### config.mk
export PLATFORM = sky130hd
export DESIGN_NAME = lpf_multi
export DESIGN_NICKNAME = d
export VERILOG_FILES = /design/src/rtl/lpf_pkg.sv /design/src/rtl/lpf_channel.sv /design/src/rtl/lpf_multi.sv
export SDC_FILE = /design/constraint.sdc
export NUM_CORES = 1
export LEC_CHECK = 0
export BUFFER_PORTS_ARGS = -buffer_cell sky130_fd_sc_hd__clkbuf_2
export CORE_ASPECT_RATIO = 1.75
export CORE_MARGIN = 2
export CORE_UTILIZATION = 25
export DETAILED_ROUTE_END_ITERATION = 12
export GPL_ROUTABILITY_DRIVEN = 0
export PLACE_DENSITY_LB_ADDON = 0.15
export SLEW_MARGIN = 20
export SYNTH_ARGS = -nofsm -noshare
export SYNTH_HDL_FRONTEND = slang
export SYNTH_SLANG_ARGS = --single-unit
### constraint.sdc
create_clock -name clk -period 4.95 [get_ports clk]
set_clock_uncertainty 0.2 [all_clocks]
set_input_delay 0.495 -clock clk [delete_from_list [all_inputs] [get_ports clk]]
set_output_delay 0.495 -clock clk [all_outputs]
set_load 0.02 [all_outputs]
### src/rtl/lpf_pkg.sv
// Shared definitions for the multi-channel averaging low-pass filter.
// Holds the mode encoding and the accumulator width helper.
package lpf_pkg;

  typedef enum logic {
    MODE_BLOCK   = 1'b0,
    MODE_SLIDING = 1'b1
  } lpf_mode_e;

  // One extra bit per doubling of the window keeps a full-window sum exact.
  function automatic int acc_width(input int width, input int log2_depth);
    return width + log2_depth;
  endfunction

endpackage

### src/rtl/lpf_channel.sv
// One channel of the averaging filter: block accumulator, circular window,
// running sum and the registered average. Sequencing comes from the top.
module lpf_channel
  import lpf_pkg::*;
#(
  parameter int WIDTH      = 16,
  parameter int LOG2_DEPTH = 3
) (
  input  logic                  clk,
  input  logic                  rst_n,
  input  logic                  flush,
  input  logic                  take,
  input  lpf_mode_e             mode,
  input  logic                  load,
  input  logic [LOG2_DEPTH-1:0] wr_ptr,
  input  logic [WIDTH-1:0]      sample,
  output logic [WIDTH-1:0]      avg
);

  localparam int ACC_WIDTH = acc_width(WIDTH, LOG2_DEPTH);
  localparam int DEPTH     = 1 << LOG2_DEPTH;

  logic signed [ACC_WIDTH-1:0] acc_q, acc_d;
  logic signed [ACC_WIDTH-1:0] sum_q, sum_d;
  logic        [WIDTH-1:0]     win_q [DEPTH];
  logic        [WIDTH-1:0]     win_d [DEPTH];
  logic        [WIDTH-1:0]     avg_q, avg_d;
  logic signed [ACC_WIDTH-1:0] sample_ext, oldest_ext, acc_new, sum_new;

  // NOTE: every always_comb output gets a default first, so no path can leave it unassigned and infer a latch.
  always_comb begin
    sample_ext = {{LOG2_DEPTH{sample[WIDTH-1]}}, sample};
    oldest_ext = {{LOG2_DEPTH{win_q[wr_ptr][WIDTH-1]}}, win_q[wr_ptr]};
    acc_new    = acc_q + sample_ext;
    sum_new    = sum_q + sample_ext - oldest_ext;

    acc_d = acc_q;
    sum_d = sum_q;
    win_d = win_q;
    avg_d = avg_q;

    if (flush) begin
      acc_d = '0;
      sum_d = '0;
      for (int i = 0; i < DEPTH; i++) win_d[i] = '0;
    end else if (take) begin
      if (mode == MODE_BLOCK) begin
        acc_d = load ? '0 : acc_new;
      end else begin
        sum_d         = sum_new;
        win_d[wr_ptr] = sample;
      end
      // Dropping the low LOG2_DEPTH bits equals sum >>> LOG2_DEPTH: floors toward -inf.
      if (load) begin
        avg_d = (mode == MODE_BLOCK) ? acc_new[ACC_WIDTH-1:LOG2_DEPTH]
                                     : sum_new[ACC_WIDTH-1:LOG2_DEPTH];
      end
    end
  end

  // NOTE: state registers use non-blocking assignments so every flop samples pre-edge values.
  always_ff @(posedge clk or negedge rst_n) begin
    if (!rst_n) begin
      acc_q <= '0;
      sum_q <= '0;
      avg_q <= '0;
      // NOTE: the window is reset because the running sum assumes zeroed entries during fill.
      for (int i = 0; i < DEPTH; i++) win_q[i] <= '0;
    end else begin
      acc_q <= acc_d;
      sum_q <= sum_d;
      avg_q <= avg_d;
      win_q <= win_d;
    end
  end

  assign avg = avg_q;

endmodule

### src/rtl/lpf_multi.sv
// Multi-channel averaging low-pass filter: block (decimating) or sliding-window
// mean per channel. This level owns the shared counters, mode and strobes.
module lpf_multi
  import lpf_pkg::*;
#(
  parameter int CHANNELS   = 3,
  parameter int WIDTH      = 16,
  parameter int LOG2_DEPTH = 3
) (
  input  logic                      clk,
  input  logic                      rst_n,
  input  logic                      mode,
  input  logic                      in_valid,
  input  logic [CHANNELS*WIDTH-1:0] data,
  output logic                      out_valid,
  output logic [CHANNELS*WIDTH-1:0] avg,
  output logic                      primed
);

  localparam logic [LOG2_DEPTH:0] FILL_FULL = {1'b1, {LOG2_DEPTH{1'b0}}};
  localparam logic [LOG2_DEPTH:0] FILL_LAST = FILL_FULL - 1'b1;

  logic [LOG2_DEPTH-1:0] cnt_q, cnt_d;
  logic [LOG2_DEPTH-1:0] wr_ptr_q, wr_ptr_d;
  logic [LOG2_DEPTH:0]   fill_q, fill_d;
  lpf_mode_e             mode_q, mode_d;
  logic                  armed_q, armed_d;
  logic                  primed_q, primed_d;
  logic                  out_valid_q, out_valid_d;

  lpf_mode_e mode_in, eff_mode;
  logic      flush, take, load;

  always_comb begin
    mode_in = lpf_mode_e'(mode);
    // Until the first post-reset edge mode_q has not sampled the pin yet.
    eff_mode = armed_q ? mode_q : mode_in;
    flush    = armed_q && (mode_in != mode_q);
    take     = in_valid && !flush;
    load     = (eff_mode == MODE_BLOCK) ? (take && (&cnt_q))
                                        : (take && (fill_q >= FILL_LAST));

    cnt_d       = cnt_q;
    wr_ptr_d    = wr_ptr_q;
    fill_d      = fill_q;
    mode_d      = mode_in;
    armed_d     = 1'b1;
    out_valid_d = load;
    primed_d    = primed_q | load;

    if (flush) begin
      cnt_d    = '0;
      wr_ptr_d = '0;
      fill_d   = '0;
      primed_d = 1'b0;
    end else if (take) begin
      if (eff_mode == MODE_BLOCK) begin
        cnt_d = cnt_q + 1'b1;  // DEPTH is a power of two, so this wraps to 0
      end else begin
        wr_ptr_d = wr_ptr_q + 1'b1;
        if (fill_q != FILL_FULL) fill_d = fill_q + 1'b1;
      end
    end
  end

  always_ff @(posedge clk or negedge rst_n) begin
    if (!rst_n) begin
      cnt_q       <= '0;
      wr_ptr_q    <= '0;
      fill_q      <= '0;
      mode_q      <= MODE_BLOCK;
      armed_q     <= 1'b0;
      primed_q    <= 1'b0;
      out_valid_q <= 1'b0;
    end else begin
      cnt_q       <= cnt_d;
      wr_ptr_q    <= wr_ptr_d;
      fill_q      <= fill_d;
      mode_q      <= mode_d;
      armed_q     <= armed_d;
      primed_q    <= primed_d;
      out_valid_q <= out_valid_d;
    end
  end

  // Channel 0 occupies the most significant slice of data and avg.
  for (genvar g = 0; g < CHANNELS; g++) begin : g_ch
    lpf_channel #(
      .WIDTH      (WIDTH),
      .LOG2_DEPTH (LOG2_DEPTH)
    ) u_ch (
      .clk    (clk),
      .rst_n  (rst_n),
      .flush  (flush),
      .take   (take),
      .mode   (eff_mode),
      .load   (load),
      .wr_ptr (wr_ptr_q),
      .sample (data[(CHANNELS-1-g)*WIDTH +: WIDTH]),
      .avg    (avg[(CHANNELS-1-g)*WIDTH +: WIDTH])
    );
  end

  assign out_valid = out_valid_q;
  assign primed    = primed_q;

endmodule

### After elaboration in Yosys (flattened, before gate mapping)

Cells that the tools add are included.

| word-level totals | value |
|---|---|
| register bits after elaboration | 560 |

| operators by class | value |
|---|---|
| add/subtract/negate cells | 12 |
| magnitude comparators | 3 |
| eq/ne operators | 3 |
| mux-type cells | 60 |
| bitwise logic cells | 3 |
| reductions and logical operators | 14 |

Operators by type and width:

| operator | number |
|---|---|
| $mux 128 | 9 |
| $mux 19 | 21 |
| $bwmux 128 | 3 |
| $mux 16 | 10 |
| $bmux 16 s3 | 3 |
| $add 19x16->19 | 6 |
| $sub 19x16->19 | 3 |
| $demux 16 s3 | 1 |
| $mux 3 | 6 |
| $mux 4 | 4 |
| $reduce_and 3->1 | 3 |
| $add 3x1->3 const B | 2 |
| $reduce_bool 2->1 | 3 |
| $logic_and 1x1->1 | 5 |
| $add 4x1->4 const B | 1 |
| $ge 4x3->1 const B | 1 |
| $ge 4x4->1 const B | 1 |
| $lt 4x1->1 const B | 1 |
| $ne 4x4->1 const B | 1 |
| $not 3->4 | 1 |
| $reduce_and 2->1 | 2 |
| $mux 1 | 3 |
| $ne 2x2->1 const B | 1 |
| $logic_not 1->1 | 1 |
| 3 further kinds | 3 |

### Logic depth before layout (Yosys ltp)

Gate-level depths: netlist (run 1).

| depth | value |
|---|---|
| depth after elaboration | 10 |
| gate-level depth with buffers | 19 |

### Cells and area by module

From an unflattened synthesis (run 1), not the netlist that was laid out.

| unflattened totals | value |
|---|---|
| cell total of the unflattened synthesis | 3,747 |
| area total of the unflattened synthesis | 31,921.9 µm² |

Modules (own cells, without submodules):

| module | times used | cells each | area an instance (µm²) | seq. area each (µm²) |
|---|---|---|---|---|
| lpf_channel (g_ch[1].u_ch) | 1 | 1,234 | 10,446.3 | 4,554.4 |
| lpf_channel (g_ch[0].u_ch) | 1 | 1,225 | 10,406.2 | 4,554.4 |
| lpf_channel (g_ch[2].u_ch) | 1 | 1,221 | 10,373.7 | 4,554.4 |
| lpf_multi | 1 | 67 | 695.7 | 350.3 |

### Worst setup path before layout (run 1)

Ideal clock, no wire load.

| path | value |
|---|---|
| path kind | flip-flop to flip-flop |
| start | reg wr_ptr_q[1] |
| end | reg g_ch[0].u_ch.avg_q[15] |
| arrival | 4.048 ns |
| data required time | 4.624 ns |
| path slack | 0.576 ns |
| stages on the path, launching flop included | 19 |
| path buffers | 4 |
| cell sequence | dfrtp_1 clkbuf_1 nor3b_1 clkbuf_1 clkbuf_1 a22oi_1 nand4_1 fa_1 inv_1 ha_1 clkbuf_1 a21o_1 o21bai_1 a211oi_1 a211oi_1 a311oi_2 xor2_1 nor3_1 a221o_1 |

| on the way | value |
|---|---|
| cells in the longest elaborated chain, start to end | 6 |

Ends and longest elaborated chain:

| element | RTL line | source |
|---|---|---|
| from (decl) | lpf_multi.sv:24 | `logic [LOG2_DEPTH-1:0] wr_ptr_q, wr_ptr_d;` |
| from (signal assigned) | lpf_multi.sv:77 | `wr_ptr_q <= wr_ptr_d;` |
| $not 3->4 (not written as such) | lpf_channel.sv:33 | `oldest_ext = {{LOG2_DEPTH{win_q[wr_ptr][WIDTH-1]}}, win_q[wr_ptr]};` |
| $bmux 16 s3 | lpf_channel.sv:33 |  |
| $mux 16 (not written as such) (2 in a row) | lpf_channel.sv:33 |  |
| $sub 19x16->19 | lpf_channel.sv:35 | `sum_new = sum_q + sample_ext - oldest_ext;` |
| $mux 16 | lpf_channel.sv:55 | `avg_d = (mode == MODE_BLOCK) ? acc_new[ACC_WIDTH-1:LOG2_DEPTH]` |
| to (signal assigned) | lpf_channel.sv:72 | `avg_q <= avg_d;` |
| to (decl) | lpf_channel.sv:27 | `logic [WIDTH-1:0] avg_q, avg_d;` |

Every way passes these cells. The select of a mux whose other input is x is not followed.
A chain may end at the register's enable or synchronous reset.

### Final worst setup path (run 1)

| path | value |
|---|---|
| start | reg wr_ptr_q[0] |
| end | reg g_ch[1].u_ch.avg_q[11] |

| on the way | value |
|---|---|
| cells in the longest elaborated chain, start to end | 6 |

Ends and longest elaborated chain:

| element | RTL line |
|---|---|
| $not 3->4 (not written as such) | lpf_channel.sv:33 |
| $bmux 16 s3 | lpf_channel.sv:33 |
| $mux 16 (not written as such) (2 in a row) | lpf_channel.sv:33 |
| $sub 19x16->19 | lpf_channel.sv:35 |
| $mux 16 | lpf_channel.sv:55 |
| to (signal assigned) | lpf_channel.sv:72 |
| to (decl) | lpf_channel.sv:27 |

Every way passes these cells. The select of a mux whose other input is x is not followed.

==> metrics, run 1 <==
status=completed; number of endpoints with negative hold slack in the final report=0; post-synthesis instance area=29,300 µm²; number of library cell types mapped by synthesis=72; synth-to-layout area growth=15.7%; routed vias=23,100; Max-Cap Viols=0; most repeated cell in the gate-level netlist after synthesis=dfrtp_1; highest net fanout along the worst path=22; number of instances resized during post-cts repair=0; root buffer cell=clkbuf_16; cell leakage power=16.0 nW; total of endpoints with negative setup slack in the final report=0; Worst-Margin Slew=1.12 ns; clock buffers created by TritonCTS=54; cell row count=166; Initial DRT Pass Iterations=7; unrepaired setup endpoints after global routing=no; overall die area=120,000 µm²; quantity of I/O buffers inserted on ports=101; number of nets at the end of the flow=3,008; power density over cell area=559 nW/µm²; type of the most critical hold path=input port to flip-flop; cell depth of the worst flop-to-flop path=16; ports placed on the boundary=102; Vias/cell=5.33; number of DRC markers after the initial detailed-route iteration=1,564; sequence of cells on the critical path=and3b_2 > buf_4 > buf_4 > a22oi_1 > nand4_1 > fa_1 > inv_1 > ha_1 > a21oi_1 > o21ai_0 > nand4_1 > a21boi_0 > nor2_1 > xor2_1 > mux2_2 > o21ai_0; number of H-tree branching levels=2; share of post-route cells with drive strength above 1=11.3%; reg-to-reg endpoint=g_ch[1].u_ch.avg[11]$_DFFE_PN0P_; top flip-flop cell by instance count after synthesis=dfrtp_1; overflow left after global routing=0; register bit total from synthesis=560; clock transition at the registers of the reported paths=0.07 ns; Syn Inst Count=2,771; commonest cells in the synthesized netlist=560 x dfrtp_1, 461 x a22o_1, 226 x inv_1; number of flops mapped to enable cells by yosys=0; Filler Cell Count=12,200; WL/cell=24.7 µm; Relative slew margins=25.1%; total nets after synthesis=2,999; utilization after layout=29.1%; share of the synthesized area in the top cell type=47.8%; async set-or-reset flop fraction in the synthesized netlist=100%; Worst Setup Path Type=flip-flop to flip-flop; ranking of synthesized cells by area=dfrtp_1 48%, a22o_1 14%, ha_1 5.1%; via count of the first global-routing pass=24,700; post-route minimum period=4.65 ns; sequential fraction of the synthesis area=47.8%; final routed wirelength across all metal layers=107,000 µm; number of antenna violations at the first check in global routing=1; biggest area consumer among synthesized cells=dfrtp_1; global-route wire length before repair=163,000 µm; final number of max-transition violations=0; data arrival time at the worst-slack endpoint=4.97 ns; final setup TNS=0 ns; startpoint type of the worst setup path=flip-flop; horizontal die dimension=263 µm; RR Startpoint=wr_ptr_q[0]$_DFFE_PN0P_; worst endpoint required time=5.27 ns; largest net degree at the start of global routing=132; Initial Util=25.1%; Core ar.=117,000 µm²; launching instance or port of the critical path=wr_ptr_q[0]$_DFFE_PN0P_; top achievable clock speed=215 MHz; number of remaining DRC errors=0; die height=457 µm; post-route fraction of the period consumed by the critical path=93.9%; clock sink count=560; slowest cell on the critical path=and3b_2; residual antenna-violating net count after detailed routing=0; largest stage delay on the critical path=0.74 ns; clock latency on the worst-skew pair=0.67 ns; instance count along the most critical hold path=2; yosys synthesis warning count=0; CP Capture Type=flip-flop; GRT Util Overall=17.7%; worst voltage drop across the vdd grid=0.358 mV; average size of a mapped cell=10.6 µm²; half-perimeter wire length after detailed placement=70,000 µm; FF-to-FF setup slack=0.30 ns; TritonCTS clock tree=built; end point of the critical path=g_ch[1].u_ch.avg[11]$_DFFE_PN0P_; maximum clock path buffer count=3
placed cells by master, fill, tap and decap left out, types with 7 or more instances in the layout:
master	n
nand3b_1	7
or3_1	7
xnor2_1	61
clkbuf_8	11
o21a_1	8
o21ai_1	12
buf_12	19
a21o_1	55
a21oi_1	108
o21ai_0	50
a211oi_1	19
clkinv_2	7
nor3_1	21
clkbuf_16	54
a31oi_1	33
nor2_1	96
nand4_1	54
nand2_1	162
and3_1	13
and2_1	7
dfrtp_1	560
and2_2	9
buf_4	59
clkbuf_2	100
o211ai_1	8
ha_1	119
xor2_1	41
fa_1	57
bufinv_16	11
a22oi_1	197
o21bai_1	15
inv_1	226
nand3_1	26
a22o_1	461
a21oi_4	8
worst min path at each step:
stage | from | end
2_1_floorplan | rst_n | armed_q$_DFF_PN0_
3_3_place_gp | g_ch[1].u_ch.acc_q[7]$_DFFE_PN0P_ | g_ch[1].u_ch.acc_q[7]$_DFFE_PN0P_
3_5_place_dp | primed$_DFF_PN0_ | primed$_DFF_PN0_
4_1_cts | data[30] | g_ch[1].u_ch.win_q[126]$_DFFE_PN0P_
5_1_grt | data[30] | g_ch[1].u_ch.win_q[126]$_DFFE_PN0P_
6_report | data[30] | g_ch[1].u_ch.win_q[126]$_DFFE_PN0P_
power breakdown:
group	internal, mW	total, mW	switching [mW]
Combinational	3.18	8.41	5.23
Sequential	5.29	5.75	0.454
Clock	2.77	4.81	2.04
Total	11.2	19.0	7.73
stage by stage:
step	setup slack, ns	power [mW]	cell area, µm²	hold slack [ns]	cells
floorplan	0.576	11.5	29300	-0.000591	2771
global placement	0.319	14.2	31900	0.267	4234
detailed placement	0.304	14.2	31900	0.272	4234
CTS	0.287	19.2	33900	0.0286	4336
global route	0.0280	20.3	33900	0.0629	4337
finish	0.301	19.0	33900	0.0825	4338
timing repair:
| action | in CTS | in global routing |
|---|---|---|
| hold endpoints to repair | 69 | 0 |
| setup buffers | 0 | 0 |
| endpoints found under the setup margin | 0 | 0 |
| hold buffers | 2 | 0 |
layout make-up:
class	count	area [µm²]	area share, %
Antenna cell	2	5.00	0.0147
Clock buffer	70	1520	4.48
Clock inverter	30	498	1.47
Timing Repair Buffer	181	1360	4.00
Sequential cell	560	14000	41.3
Multi-Input combinational cell	1756	13800	40.7
Inverter	227	852	2.51
Tap cell	1512	1890	5.57
state kept, by name (all words and copies together), names as in the netlist, 3 cells and up:
| name | flops |
|---|---|
| g_ch.u_ch.win_q | 384 |
| wr_ptr_q | 3 |
| cnt_q | 3 |
| g_ch.u_ch.sum_q | 57 |
| fill_q | 4 |
| g_ch.u_ch.avg | 48 |
| g_ch.u_ch.acc_q | 57 |
layer usage:
metal	up-vias	track usage, %	wire [µm]
met1	12200	21.9	45200
met2	635	31.8	54500
li1	10200	-	-
met4	0	5.68	3260
met3	172	2.13	4310
met5	-	0	0
cells by family after synthesis:
family          synth area share (%)
buf+inv                         5.84
flops                           47.8
other cells                   0.0128
mux                            0.320
compound gates                  27.0
simple gates                    7.09
xor+xnor                        3.04
fa+ha+maj                       8.96
critical path, delay by kind of cell (launching register included):
kind | cells | cell delay (ns)
DFF | 1 | 0.38
AOI/OAI and AO/OA | 5 | 0.78
xor gates and xnor gates | 1 | 0.30
muxes | 1 | 0.23
buffers and inverters | 3 | 0.61
adders and majority gates | 2 | 0.70
and+or+nand+nor | 4 | 1.31
Note: power is estimated with default switching activity, not from simulation.
==> run 2: changes to the inputs <==
- SYNTH_HIERARCHICAL: not set -> 1
==> metrics, run 2 <==
Syn Inst Count=3,747 (+35%); most heavily used metal layer in global routing=met2; number of H-tree branching levels=2 (unchanged); horizontal die dimension=274 µm (+4.2%); residual antenna-violating net count after detailed routing=0 (unchanged); overflow left after global routing=0 (unchanged); global-route met3 utilization=1.82% (-0.32 points); RR Startpoint=wr_ptr_q[0]$_DFFE_PN0P_; Core ar.=127,000 µm² (+8.7%); post-route minimum period=4.61 ns (-0.0376 ns); type of the most critical hold path=input port to flip-flop; Worst-Margin Slew=1.09 ns (-0.0354 ns); cell depth of the worst flop-to-flop path=16 (unchanged); status=completed; worst voltage drop across the vdd grid=0.322 mV (-9.9%); commonest cells after routing, fill and taps aside=987 x nand2_1, 560 x dfrtp_1, 538 x a21oi_1; launching instance or port of the critical path=wr_ptr_q[0]$_DFFE_PN0P_; async set-or-reset flop fraction in the synthesized netlist=100% (unchanged); final setup TNS=0 ns (unchanged); clock buffers created by TritonCTS=61 (+13%); commonest cells in the synthesized netlist=987 x nand2_1, 560 x dfrtp_1, 539 x a21oi_1; cell row count=173 (+4.2%); number of flops mapped to enable cells by yosys=0 (unchanged); worst endpoint required time=5.31 ns (+0.04 ns); final routed wirelength across all metal layers=124,000 µm (+16%); Relative slew margins=27.5% (+2.4 points); sequential fraction of the synthesis area=43.9% (-3.9 points); quantity of I/O buffers inserted on ports=101 (unchanged); synth-to-layout area growth=15.9%; post-synthesis instance area=31,900 µm² (+8.8%); non-filler instance count after layout=5,519 (+27%); commonest non-fill, non-tap cell in the layout=nand2_1; data arrival time at the worst-slack endpoint=4.98 ns (about the same); registers with the most flip-flops=g_ch.u_ch/win_q (384), g_ch.u_ch/acc_q (57), g_ch.u_ch/sum_q (57); cell leakage power=16.5 nW (+3.3%); share of post-route cells with drive strength above 1=10.2% (-1.0 points); via count of the first global-routing pass=28,700 (+16%); number of nets at the end of the flow=4,034 (+34%); overall die area=131,000 µm² (+8.7%); TritonCTS clock tree=built; global-route wire length before repair=187,000 µm (+15%); routed vias=27,300 (+18%); WL/cell=22.5 µm (-9.1%); instance count along the most critical hold path=4 (+2); power density over cell area=507 nW/µm² (-9.3%); Filler Cell Count=13,700 (+13%); largest stage delay on the critical path=0.49 ns (-0.25 ns); biggest area consumer among synthesized cells=dfrtp_1; number of DRC markers after the initial detailed-route iteration=1,789 (+14%); clock sink count=560 (unchanged); unrepaired setup endpoints after global routing=no; half-perimeter wire length after detailed placement=87,300 µm (+25%); total nets after synthesis=3,975 (+33%); largest net degree at the start of global routing=158 (+20%); most repeated cell in the gate-level netlist after synthesis=nand2_1; average size of a mapped cell=8.52 µm² (-20%); Initial DRT Pass Iterations=6 (-1); total of endpoints with negative setup slack in the final report=0 (unchanged); number of endpoints with negative hold slack in the final report=0 (unchanged); number of antenna violations at the first check in global routing=2 (+1); maximum clock path buffer count=3 (unchanged); Vias/cell=4.95 (-7.1%); Worst Setup Path Type=flip-flop to flip-flop; highest net fanout along the worst path=21 (-4.5%); slowest cell on the critical path=fa_1; GRT Util Overall=18.9% (+1.2 points); CP Capture Type=flip-flop; flip-flop count of the largest register, all copies and words added=384 (unchanged); share of the synthesized area in the top cell type=43.9% (-3.9 points); Initial Util=25.2% (+0.030 points); sequence of cells on the critical path=buf_4 > and3_1 > buf_4 > a22oi_1 > nand4_1 > ha_1 > inv_1 > ha_1 > fa_1 > a21o_1 > a221o_1 > o2bb2ai_4 > o221ai_2 > a221oi_2 > xnor2_1 > a221o_1; met1 track demand over resource=21.4% (-0.48 points); final number of max-transition violations=0 (unchanged); utilization after layout=29.2% (+0.088 points); number of library cell types mapped by synthesis=92 (+28%); root buffer cell=clkbuf_16; startpoint type of the worst setup path=flip-flop; register with the most flip-flops=g_ch.u_ch/win_q; top flip-flop cell by instance count after synthesis=dfrtp_1; Placed Cells=5,400 (+28%); clock transition at the registers of the reported paths=0.06 ns (about the same); ranking of synthesized cells by area=dfrtp_1 44%, nand2_1 12%, a21oi_1 8.5%; register bit total from synthesis=560 (unchanged); hold path startpoint=data[8]; Max-Cap Viols=0 (unchanged); ports placed on the boundary=102 (unchanged); post-route fraction of the period consumed by the critical path=93.2% (-0.76 points); clock latency on the worst-skew pair=0.68 ns (about the same); yosys synthesis warning count=6 (+6); global-route track usage on met2=35.3% (+3.5 points); die height=477 µm (+4.3%); top achievable clock speed=217 MHz (+0.82%); number of remaining DRC errors=0 (unchanged)
==> run 2: worst paths after layout <==
kind                                                 endpoint  slack [ns]
hold / removal             g_ch[2].u_ch/win_q[88]$_DFFE_PN0P_        0.06
hold reg to reg               g_ch[0].u_ch/avg[2]$_DFFE_PN0P_        0.28
setup / recovery             g_ch[1].u_ch/avg[15]$_DFFE_PN0P_        0.34
max in group asynchronous  g_ch[0].u_ch/win_q[78]$_DFFE_PN0P_        3.02
min in group asynchronous  g_ch[1].u_ch/sum_q[13]$_DFFE_PN0P_        0.24
setup reg to reg             g_ch[1].u_ch/avg[15]$_DFFE_PN0P_        0.34
==> run 2: where the power goes <==
part	switching, mW	internal (mW)	leakage, nW
clock	2.13	2.73	0.998
sequential	0.323	5.10	7.69
combinational	5.40	3.08	7.79
==> run 2: layer usage <==
layer / vias up / routed length (µm)
li1: 12900 / -
met4: 2 / 5980
met3: 241 / 3760
met5: - / 13
met2: 569 / 66600
met1: 13600 / 47800
==> run 2: critical path: cells and delay by family, from the launching register on <==
family          cells  cell delay [ns]
buf+inv             3             0.52
compound gates      7             1.79
simple gates        2             0.37
flops               1             0.45
xor+xnor            1             0.15
fa+ha+maj           3             1.03
==> run 2: cell families (layout without fill, tap and decap cells) <==
family                     count (synthesis)  count (layout)  synth area share, %
and+or+nand+nor                         1306            1306                 17.2
other                                      1               2               0.0117
xor gates and xnor gates                 101             101                 2.77
adders and majority gates                176             176                 8.24
buffers and inverters                    496             605                 5.97
AOI/OAI and AO/OA                       1086            1086                 21.3
DFF                                      560             560                 43.9
muxes                                     21              21                0.666
==> run 2: through the flow <==
stage	instance area, µm²	setup WS, ns	power [mW]	hold WS (ns)
2_1_floorplan	31900	0.526	11.2	-0.000591
3_3_place_gp	34900	0.367	14.0	0.266
3_5_place_dp	34900	0.323	14.0	0.276
4_1_cts	37000	0.329	19.0	0.00351
5_1_grt	37000	0.0459	20.1	0.0343
6_report	37000	0.339	18.7	0.0557
==> run 2: repair_timing <==
item / 4_1_cts / 5_1_grt
setup buffers: 0 / 0
setup endpoints to repair: 0 / 3
hold buffers: 5 / 0
hold endpoints to repair: 84 / 0
resized for setup: 0 / 2
==> run 2: layout make-up <==
| class | instances | area [µm²] | area share [%] |
|---|---|---|---|
| multi-input cells | 2691 | 16100 | 43.5 |
| flip-flops and latches | 560 | 14000 | 37.9 |
| well taps | 1662 | 2080 | 5.62 |
| repair buffers | 251 | 1870 | 5.05 |
| clock buffers | 89 | 1720 | 4.66 |
| inverters | 241 | 905 | 2.45 |
| clock inverters | 24 | 309 | 0.835 |
| diodes | 1 | 2.50 | 0.00676 |
==> run 3: changes to the inputs <==
==> constraint.sdc (replaced) <==
create_clock -name clk -period 4.95 [get_ports clk]
set_clock_uncertainty 0.2 [all_clocks]
set_input_delay 0.2475 -clock clk [delete_from_list [all_inputs] [get_ports clk]]
set_output_delay 0.2475 -clock clk [all_outputs]
set_load 0.02 [all_outputs]
==> metrics, run 3 (synthesis gave the netlist of run 2 again) <==
total buffers and inverters traversed by the critical path=3 (unchanged); root buffer cell=clkbuf_16; post-route minimum period=4.65 ns (+0.0374 ns); post-CTS setup buffers=0 (unchanged); quantity of I/O buffers inserted on ports=101 (unchanged); data arrival time at the worst-slack endpoint=4.97 ns (about the same); number of antenna violations at the first check in global routing=3 (+1); Worst-Margin Slew=0.990 ns (-0.0977 ns); largest net degree at the start of global routing=137 (-13%); via count of the first global-routing pass=28,600 (-0.21%); global-route wire length before repair=187,000 µm (-0.30%); register with the most flip-flops=g_ch.u_ch/win_q; number of remaining DRC errors=0 (unchanged); maximum clock path buffer count=3 (unchanged); die height=477 µm (unchanged); WL/cell=22.3 µm (-0.83%); Initial Util=25.2% (unchanged); Initial DRT Pass Iterations=5 (-1); clock transition at the registers of the reported paths=0.06 ns (about the same); Worst Setup Path Type=flip-flop to flip-flop; RR Startpoint=wr_ptr_q[1]$_DFFE_PN0P_; final setup TNS=0 ns (unchanged); number of nets at the end of the flow=4,059 (+0.62%); worst voltage drop across the vdd grid=0.282 mV (-12%); cell seen most often among critical-path stages=inv_1; startpoint type of the worst setup path=flip-flop; slowest cell on the critical path=and3_1; CP Capture Type=flip-flop; DP Area=34,700 µm² (-0.63%); Levels on crit path=15 (-1); power density over cell area=513 nW/µm² (+1.1%); status=completed; unrepaired setup endpoints after global routing=no; flip-flop count of the largest register, all copies and words added=384 (unchanged); routed vias=27,600 (+0.79%); cell row count=173 (unchanged); cell depth of the worst flop-to-flop path=15 (-1); most heavily used metal layer in global routing=met2; synth-to-layout area growth=17.6%; worst endpoint required time=5.27 ns (-0.04 ns); Filler Cell Count=13,600 (-0.33%); Placed Cells=5,374 (-0.48%); commonest non-fill, non-tap cell in the layout=nand2_1; Max-Cap Viols=0 (unchanged); largest stage delay on the critical path=0.56 ns (+0.07 ns); overall die area=131,000 µm² (unchanged); met1 track demand over resource=21.4% (-0.038 points); end point of the critical path=g_ch[0].u_ch/avg[15]$_DFFE_PN0P_; Relative slew margins=33.8% (+6.4 points); reg-to-reg endpoint=g_ch[0].u_ch/avg[15]$_DFFE_PN0P_; Vias/cell=4.97 (+0.33%); ports placed on the boundary=102 (unchanged); post-route cell area=37,500 µm² (+1.5%); highest net fanout along the worst path=20 (-4.8%); half-perimeter wire length after detailed placement=86,000 µm (-1.5%); GRT Util Overall=18.9% (about the same); global-route track usage on met2=35.3% (-0.048 points); number of endpoints with negative hold slack in the final report=0 (unchanged); commonest cells after routing, fill and taps aside=987 x nand2_1, 560 x dfrtp_1, 538 x a21oi_1; post-route fraction of the period consumed by the critical path=93.9% (+0.76 points); FF-to-FF setup slack=0.30 ns (-0.04 ns); share of post-route cells with drive strength above 1=9.95% (-0.30 points); registers with the most flip-flops=g_ch.u_ch/win_q (384), g_ch.u_ch/acc_q (57), g_ch.u_ch/sum_q (57); sequence of cells on the critical path=buf_4 > and3_1 > a22oi_1 > and4_1 > inv_1 > fa_1 > inv_1 > ha_1 > a211oi_1 > nor2_1 > a2111oi_0 > a21oi_1 > xnor2_1 > a2bb2oi_1 > nand3_1; cell leakage power=16.7 nW (+1.3%); number of H-tree branching levels=3 (+1); launching instance or port of the critical path=wr_ptr_q[1]$_DFFE_PN0P_; non-filler instance count after layout=5,544 (+0.45%); residual antenna-violating net count after detailed routing=0 (unchanged); WHS=0.0473 ns (-0.00838 ns); global-route met3 utilization=2.15% (+0.34 points); total of endpoints with negative setup slack in the final report=0 (unchanged); Core ar.=127,000 µm² (unchanged); overflow left after global routing=0 (unchanged); clock sink count=560 (unchanged); top achievable clock speed=215 MHz (-0.81%); clock buffers created by TritonCTS=67 (+9.8%); horizontal die dimension=274 µm (unchanged); Largest delay share family, worst path=compound AO/OA/AOI/OAI gates; final routed wirelength across all metal layers=124,000 µm (-0.38%); final number of max-transition violations=0 (unchanged); number of DRC markers after the initial detailed-route iteration=2,003 (+12%); TritonCTS clock tree=built; type of the most critical hold path=input port to asynchronous set/reset pin; clock latency on the worst-skew pair=0.66 ns (-0.02 ns)
==> run 3: per-stage QoR <==
stage	util (%)	setup slack, ns	power [mW]
5_1_grt	29.6	0.0181	20.6
3_3_place_gp	27.3	0.330	14.0
6_report	29.6	0.301	19.2
2_1_floorplan	-	0.526	11.2
3_5_place_dp	27.3	0.276	14.0
4_1_cts	29.6	0.287	19.5
==> run 3: how the worst min path moves through the flow <==
stage | from | end | slack (ns) | cells past startpoint
3_3_place_gp | rst_n | g_ch[1].u_ch/sum_q[12]$_DFFE_PN0P_ | 0.17 | 1
5_1_grt | data[15] | g_ch[2].u_ch/win_q[63]$_DFFE_PN0P_ | 0.04 | 4
4_1_cts | data[15] | g_ch[2].u_ch/win_q[15]$_DFFE_PN0P_ | 0.03 | 4
6_report | rst_n | g_ch[1].u_ch/sum_q[12]$_DFFE_PN0P_ | 0.05 | 2
2_1_floorplan | rst_n | armed_q$_DFF_PN0_ | -0.25 | 0
3_5_place_dp | rst_n | g_ch[1].u_ch/sum_q[12]$_DFFE_PN0P_ | 0.18 | 1
==> run 3: cell type report <==
class,count,area [µm²],share of cell area (%)
Multi-Input combinational cell,2691,16100,42.9
Sequential cell,560,14000,37.3
Timing Repair Buffer,270,2100,5.59
Tap cell,1662,2080,5.54
Clock buffer,92,1960,5.23
Inverter,241,905,2.41
Clock inverter,27,369,0.983
Antenna cell,1,2.50,0.00667
==> run 3: power by group <==
| part | leakage [nW] | total (mW) | switching (mW) | internal, mW |
|---|---|---|---|---|
| clock | 1.15 | 5.39 | 2.23 | 3.16 |
| combinational | 7.85 | 8.43 | 5.37 | 3.06 |
| sequential | 7.69 | 5.42 | 0.320 | 5.10 |
| total | 16.7 | 19.2 | 7.92 | 11.3 |
==> run 3: routing by layer <==
| metal | wire length, µm | up-vias |
|---|---|---|
| met5 | 13 | - |
| met4 | 5490 | 2 |
| met3 | 3980 | 201 |
| met2 | 66400 | 625 |
| met1 | 47800 | 13800 |
| li1 | - | 13000 |
==> run 3: what timing repair did <==
action	CTS	global route
hold endpoints to repair	469	0
setup endpoints to repair	0	2
resized for setup	0	3
hold buffers	50	0
